--- src/rtl/counter_sequencer.sv ---
// Run controller for the up-counter datapath: counts 0..limit on prescaled ticks,
// with pause/resume, abort, optional auto-reload and a saturating wrap counter.
module counter_sequencer #(
    parameter int unsigned WIDTH    = 4,
    parameter int unsigned PRESCALE = 1
) (
    input  logic             clk,
    input  logic             clearBar,
    input  logic             start,
    input  logic             pause,
    input  logic             abort,
    input  logic             tick,
    input  logic [WIDTH-1:0] limit,
    input  logic             autoReload,
    output logic [WIDTH-1:0] q,
    output logic             busy,
    output logic             paused,
    output logic             done,
    output logic [7:0]       wrapCnt
);
    localparam int unsigned PRE_W  = 8;
    localparam int unsigned WRAP_W = 8;
    localparam logic [PRE_W-1:0]  PRE_LAST = PRE_W'(PRESCALE - 1);
    localparam logic [WRAP_W-1:0] WRAP_MAX = '1;

    localparam logic [1:0] IDLE = 2'd0;
    localparam logic [1:0] RUN  = 2'd1;
    localparam logic [1:0] HOLD = 2'd2;

    logic [1:0]        state, state_nxt;
    logic [WIDTH-1:0]  q_nxt, lim_r, lim_nxt;
    logic [PRE_W-1:0]  pre, pre_nxt;
    logic [WRAP_W-1:0] wrap_nxt;
    logic              ar_r, ar_nxt;
    logic              done_nxt, busy_nxt, paused_nxt;

    // State and datapath registers; reset discards any run in progress.
    always_ff @(posedge clk or negedge clearBar) begin
        if (!clearBar) begin
            state   <= IDLE;
            q       <= '0;
            pre     <= '0;
            lim_r   <= '0;
            ar_r    <= 1'b0;
            done    <= 1'b0;
            busy    <= 1'b0;
            paused  <= 1'b0;
            wrapCnt <= '0;
        end else begin
            state   <= state_nxt;
            q       <= q_nxt;
            pre     <= pre_nxt;
            lim_r   <= lim_nxt;
            ar_r    <= ar_nxt;
            done    <= done_nxt;
            busy    <= busy_nxt;
            paused  <= paused_nxt;
            wrapCnt <= wrap_nxt;
        end
    end

    // Next-state and next-output logic; priority in RUN is abort > pause > advance.
    always_comb begin
        state_nxt = state;
        q_nxt     = q;
        pre_nxt   = pre;
        lim_nxt   = lim_r;
        ar_nxt    = ar_r;
        wrap_nxt  = wrapCnt;
        done_nxt  = 1'b0;

        case (state)
            IDLE: begin
                if (start) begin
                    lim_nxt   = limit;
                    ar_nxt    = autoReload;
                    q_nxt     = '0;
                    pre_nxt   = '0;
                    wrap_nxt  = '0;
                    state_nxt = RUN;
                end
            end
            RUN: begin
                if (abort) begin
                    q_nxt     = '0;
                    pre_nxt   = '0;
                    state_nxt = IDLE;
                end else if (pause) begin
                    state_nxt = HOLD;
                end else if (tick) begin
                    if (pre == PRE_LAST) begin
                        pre_nxt = '0;
                        if (q == lim_r) begin
                            done_nxt = 1'b1;
                            if (ar_r) begin
                                q_nxt = '0;
                                if (wrapCnt != WRAP_MAX) begin
                                    wrap_nxt = wrapCnt + WRAP_W'(1);
                                end
                            end else begin
                                state_nxt = IDLE;
                            end
                        end else begin
                            q_nxt = q + WIDTH'(1);
                        end
                    end else begin
                        pre_nxt = pre + PRE_W'(1);
                    end
                end
            end
            HOLD: begin
                if (abort) begin
                    q_nxt     = '0;
                    pre_nxt   = '0;
                    state_nxt = IDLE;
                end else if (!pause) begin
                    state_nxt = RUN;
                end
            end
            default: begin
                q_nxt     = '0;
                pre_nxt   = '0;
                state_nxt = IDLE;
            end
        endcase

        busy_nxt   = (state_nxt == RUN) || (state_nxt == HOLD);
        paused_nxt = (state_nxt == HOLD);
    end
endmodule
--- config.mk ---
export PLATFORM = sky130hd
export DESIGN_NAME = counter_sequencer
export DESIGN_NICKNAME = d
export VERILOG_FILES = /design/src/rtl/counter_sequencer.sv
export SDC_FILE = /design/constraint.sdc
export NUM_CORES = 1
export LEC_CHECK = 0
export CAP_MARGIN = 0
export CORE_MARGIN = 2
export CORE_UTILIZATION = 30
export CTS_CLUSTER_DIAMETER = 50
export DETAILED_ROUTE_END_ITERATION = 8
export PLACE_DENSITY_LB_ADDON = 0.05
export SYNTH_ARGS = -nofsm -noshare
export SYNTH_HDL_FRONTEND = slang
export SYNTH_SLANG_ARGS = --single-unit
--- constraint.sdc ---
create_clock -name clk -period 2.5 [get_ports clk]
set_clock_uncertainty 0.05 [all_clocks]
set_input_delay 0.75 -clock clk [delete_from_list [all_inputs] [get_ports clk]]
set_output_delay 0.75 -clock clk [all_outputs]
set_load 0.02 [all_outputs]
==> results_dict.tcl <==
set metrics [dict create \
    hp-start "lim_r[2]" \
    dpl.hpwl_um 2950 \
    place_congestion 0.766 \
    cp-end-kind "flip-flop" \
    irDropWorstVdd_v 0.000358 \
    grt_pass1_wl_um 6700 \
    powerDensity_nw_per_um2 688 \
    layout_commonest_cell "nand2_1" \
    status "complete, no violations" \
    r2r_end "wrapCnt[0]" \
    min_to "lim_r[2]" \
    whs_path_depth 2 \
    clk_pin_slew_worst_paths_ps 70 \
    post-cts-setup-buffers 0 \
    synth-seq-cells 30 \
    synth_cells 179 \
    grt_use_total 0.137 \
    syn_avg_cell_area_um2 9.45 \
    die_w_um 79.1 \
    numCtsBuffers 5 \
    die_area_um2 6260 \
    postSynth.asyncResetShare 1.00 \
    dpl_cell_area_um2 2050 \
    die_y_um 79.1 \
    path_delay_family "compound AO/OA/AOI/OAI gates" \
    cp_num_buf_inv 1 \
    dp_slack_ps -109 \
    start_util 0.309 \
    p_total_mw 1.49 \
    ys.flop_type "dfrtp_1" \
    drt-total-wl_um 3960 \
    critPathMaxStageDelay_ps 490 \
    final-setup-viol-count 0 \
    min_period_ps 2340 \
    p_clk_frac 0.324 \
    clock-sinks 30 \
    path_max_fanout 10 \
    tightest_slew_ps 510 \
    core_area_um2 5470 \
    placed_cells 279 \
    viasPerCell 4.98 \
    drt_drc_violations_left 0 \
    io-pin-count 26 \
    synthDistinctLibCells 40 \
    clockBufferDepth 2 \
    setup_ws_ps 159 \
    slew_headroom 0.660 \
    rr_startpoint "pre[4]" \
    seq_area_frac_synth 0.444 \
    clk_latency_ps 280 \
    first_global_vias 1374 \
    cp.required_ps 2610 \
    insertedDiodeCount 0 \
    grt_overflow 0 \
    timing.final.crit_share 0.936 \
    cts_tree "yes" \
    h-tree-depth 2 \
    fin_area_um2 2160 \
    antenna_found_initial 0 \
    wire_per_inst_um 13.8 \
    rows 27 \
    seq_power_share 0.403 \
    power_switching_mw 0.469 \
    layout.nets 230 \
    cap_viol_max_count 0 \
    p_int_mw 1.02 \
    postRouteAntennaNets 0 \
    timing.fmax_mhz 427 \
    cts_hold_buf 0 \
    power_leakage_nw 0.982 \
    criticalPathCategory "in -> reg" \
    slew_viol_final 0 \
    crit_chain "clkdlybuf4s50_1 > or3b_1 > o22a_4 > o211ai_1 > a2bb2oi_1 > o21ai_0" \
    startpoint_type "input pin" \
    mostFrequentLayoutCells "nand2_1, dfrtp_1, clkdlybuf4s50_1" \
    post_cts_resized 0 \
    p_sw_frac 0.315 \
    hp-class "reg -> reg" \
    vias 1429 \
    rsz0062_at_grt "false" \
    drtPass1Iterations 4 \
    mappedNetlistArea_um2 1690 \
    grt_max_degree 31 \
    syn_nets 195 \
    cts_root_buf "clkbuf_8" \
    drt_iter0_drc 106 \
    ff2ff_setup_slack_ps 310 \
    worst_hold_slack_ps 449 \
    arrival_ps 2450 \
    io_buffers 25 \
    synth_edf_count 0 \
    hold_viol 0 \
    p_comb_frac 0.273 \
    layout-drive-gt1-share 0.130 \
    area_growth_pct 27.8 \
    ys.warnings.count 0 \
    critPathSlowestCell "or3b_1" \
    layout.cells.non_filler 287 \
    fillers 564 \
    r2r_cells 5 \
]
[through the flow]
stage          TNS, ps   util
4_1_cts              0  0.395
2_1_floorplan        0      -
3_3_place_gp      -143  0.375
3_5_place_dp      -545  0.375
5_1_grt              0  0.395
6_report             0  0.395
[metal layers]
| metal | vias to the layer above | track usage | routed length (um) |
|---|---|---|---|
| li1 | 704 | - | - |
| met1 | 682 | 0.194 | 2000 |
| met2 | 38 | 0.207 | 1740 |
| met3 | 5 | 0.0386 | 179 |
| met4 | 0 | 0.0362 | 36 |
| met5 | - | 0 | 0 |
[worst max-delay path by stage]
stage / cells after the start / to / startpoint / slack (ps)
after CTS: 6 / q[2] / abort / 180
after floorplan: 5 / busy / abort / 480
final: 6 / q[2] / abort / 160
after detailed placement: 6 / q[2] / abort / -110
after global placement: 6 / q[2] / abort / -50
after global routing: 6 / q[2] / abort / 60
[cells in the mapped netlist (2+ instances only)]
library cell  number  area [um2]
mux2_2             2        22.5
nand3_1            4        20.0
nand4_1           10        62.6
a41o_1             4        40.0
nor4_1             2        12.5
xor2_1             6        52.6
buf_6              4        45.0
clkbuf_1           3        11.3
mux2i_1            4        40.0
a2bb2oi_1          2        17.5
nor2_1            20        75.1
nand2_1           31         116
xnor2_1            5        43.8
ha_1               5        62.6
a31oi_1            4        25.0
nand2b_1           4        25.0
nor3b_1            2        15.0
dfrtp_1           30         751
o21ai_0            7        35.0
inv_1              3        11.3
and3_1             5        31.3
nor3_1             4        20.0
[sequential cells by signal, summed over array words and instances, names as in the netlist]
| register | cells |
|---|---|
| pre | 8 |
| q | 4 |
| ar_r | 1 |
| state | 2 |
| done | 1 |
| wrapCnt | 8 |
| paused | 1 |
| lim_r | 4 |
| busy | 1 |
[kinds of logic (layout without fill, tap and decap cells)]
| group | Yosys count | after routing | synth area share |
|---|---|---|---|
| buf+inv | 12 | 48 | 0.0473 |
| compound gates | 28 | 28 | 0.129 |
| xor+xnor | 11 | 11 | 0.0570 |
| flops | 30 | 30 | 0.444 |
| fa+ha+maj | 5 | 5 | 0.0370 |
| mux | 6 | 6 | 0.0370 |
| simple gates | 87 | 87 | 0.249 |
[cell type report]
class	instances	area, um2	area share
inverter	3	11.3	0.00521
tap	72	90.1	0.0417
timing repair buffer	37	340	0.157
sequential	30	751	0.347
clock inverter	3	40.0	0.0185
clock buffer	5	68.8	0.0318
multi-input combinational	137	861	0.398
[worst reg2reg max path: cells and delay by family, from the launching register on]
kind             cells  cell delay [ps]
AND/OR/NAND/NOR      3              830
flip-flops           1              430
AO/OA/AOI/OAI        1              460
multiplexers         1              300
[power by group through the flow]
stage          Sequential, mW  Clock (mW)  Combinational [mW]
2_1_floorplan           0.619           0               0.246
6_report                0.600       0.482               0.406
3_3_place_gp            0.607           0               0.406
4_1_cts                 0.601       0.495               0.411
3_5_place_dp            0.609           0               0.410
5_1_grt                 0.611       0.523               0.449
No activity file was read; power rests on OpenSTA's default activity.
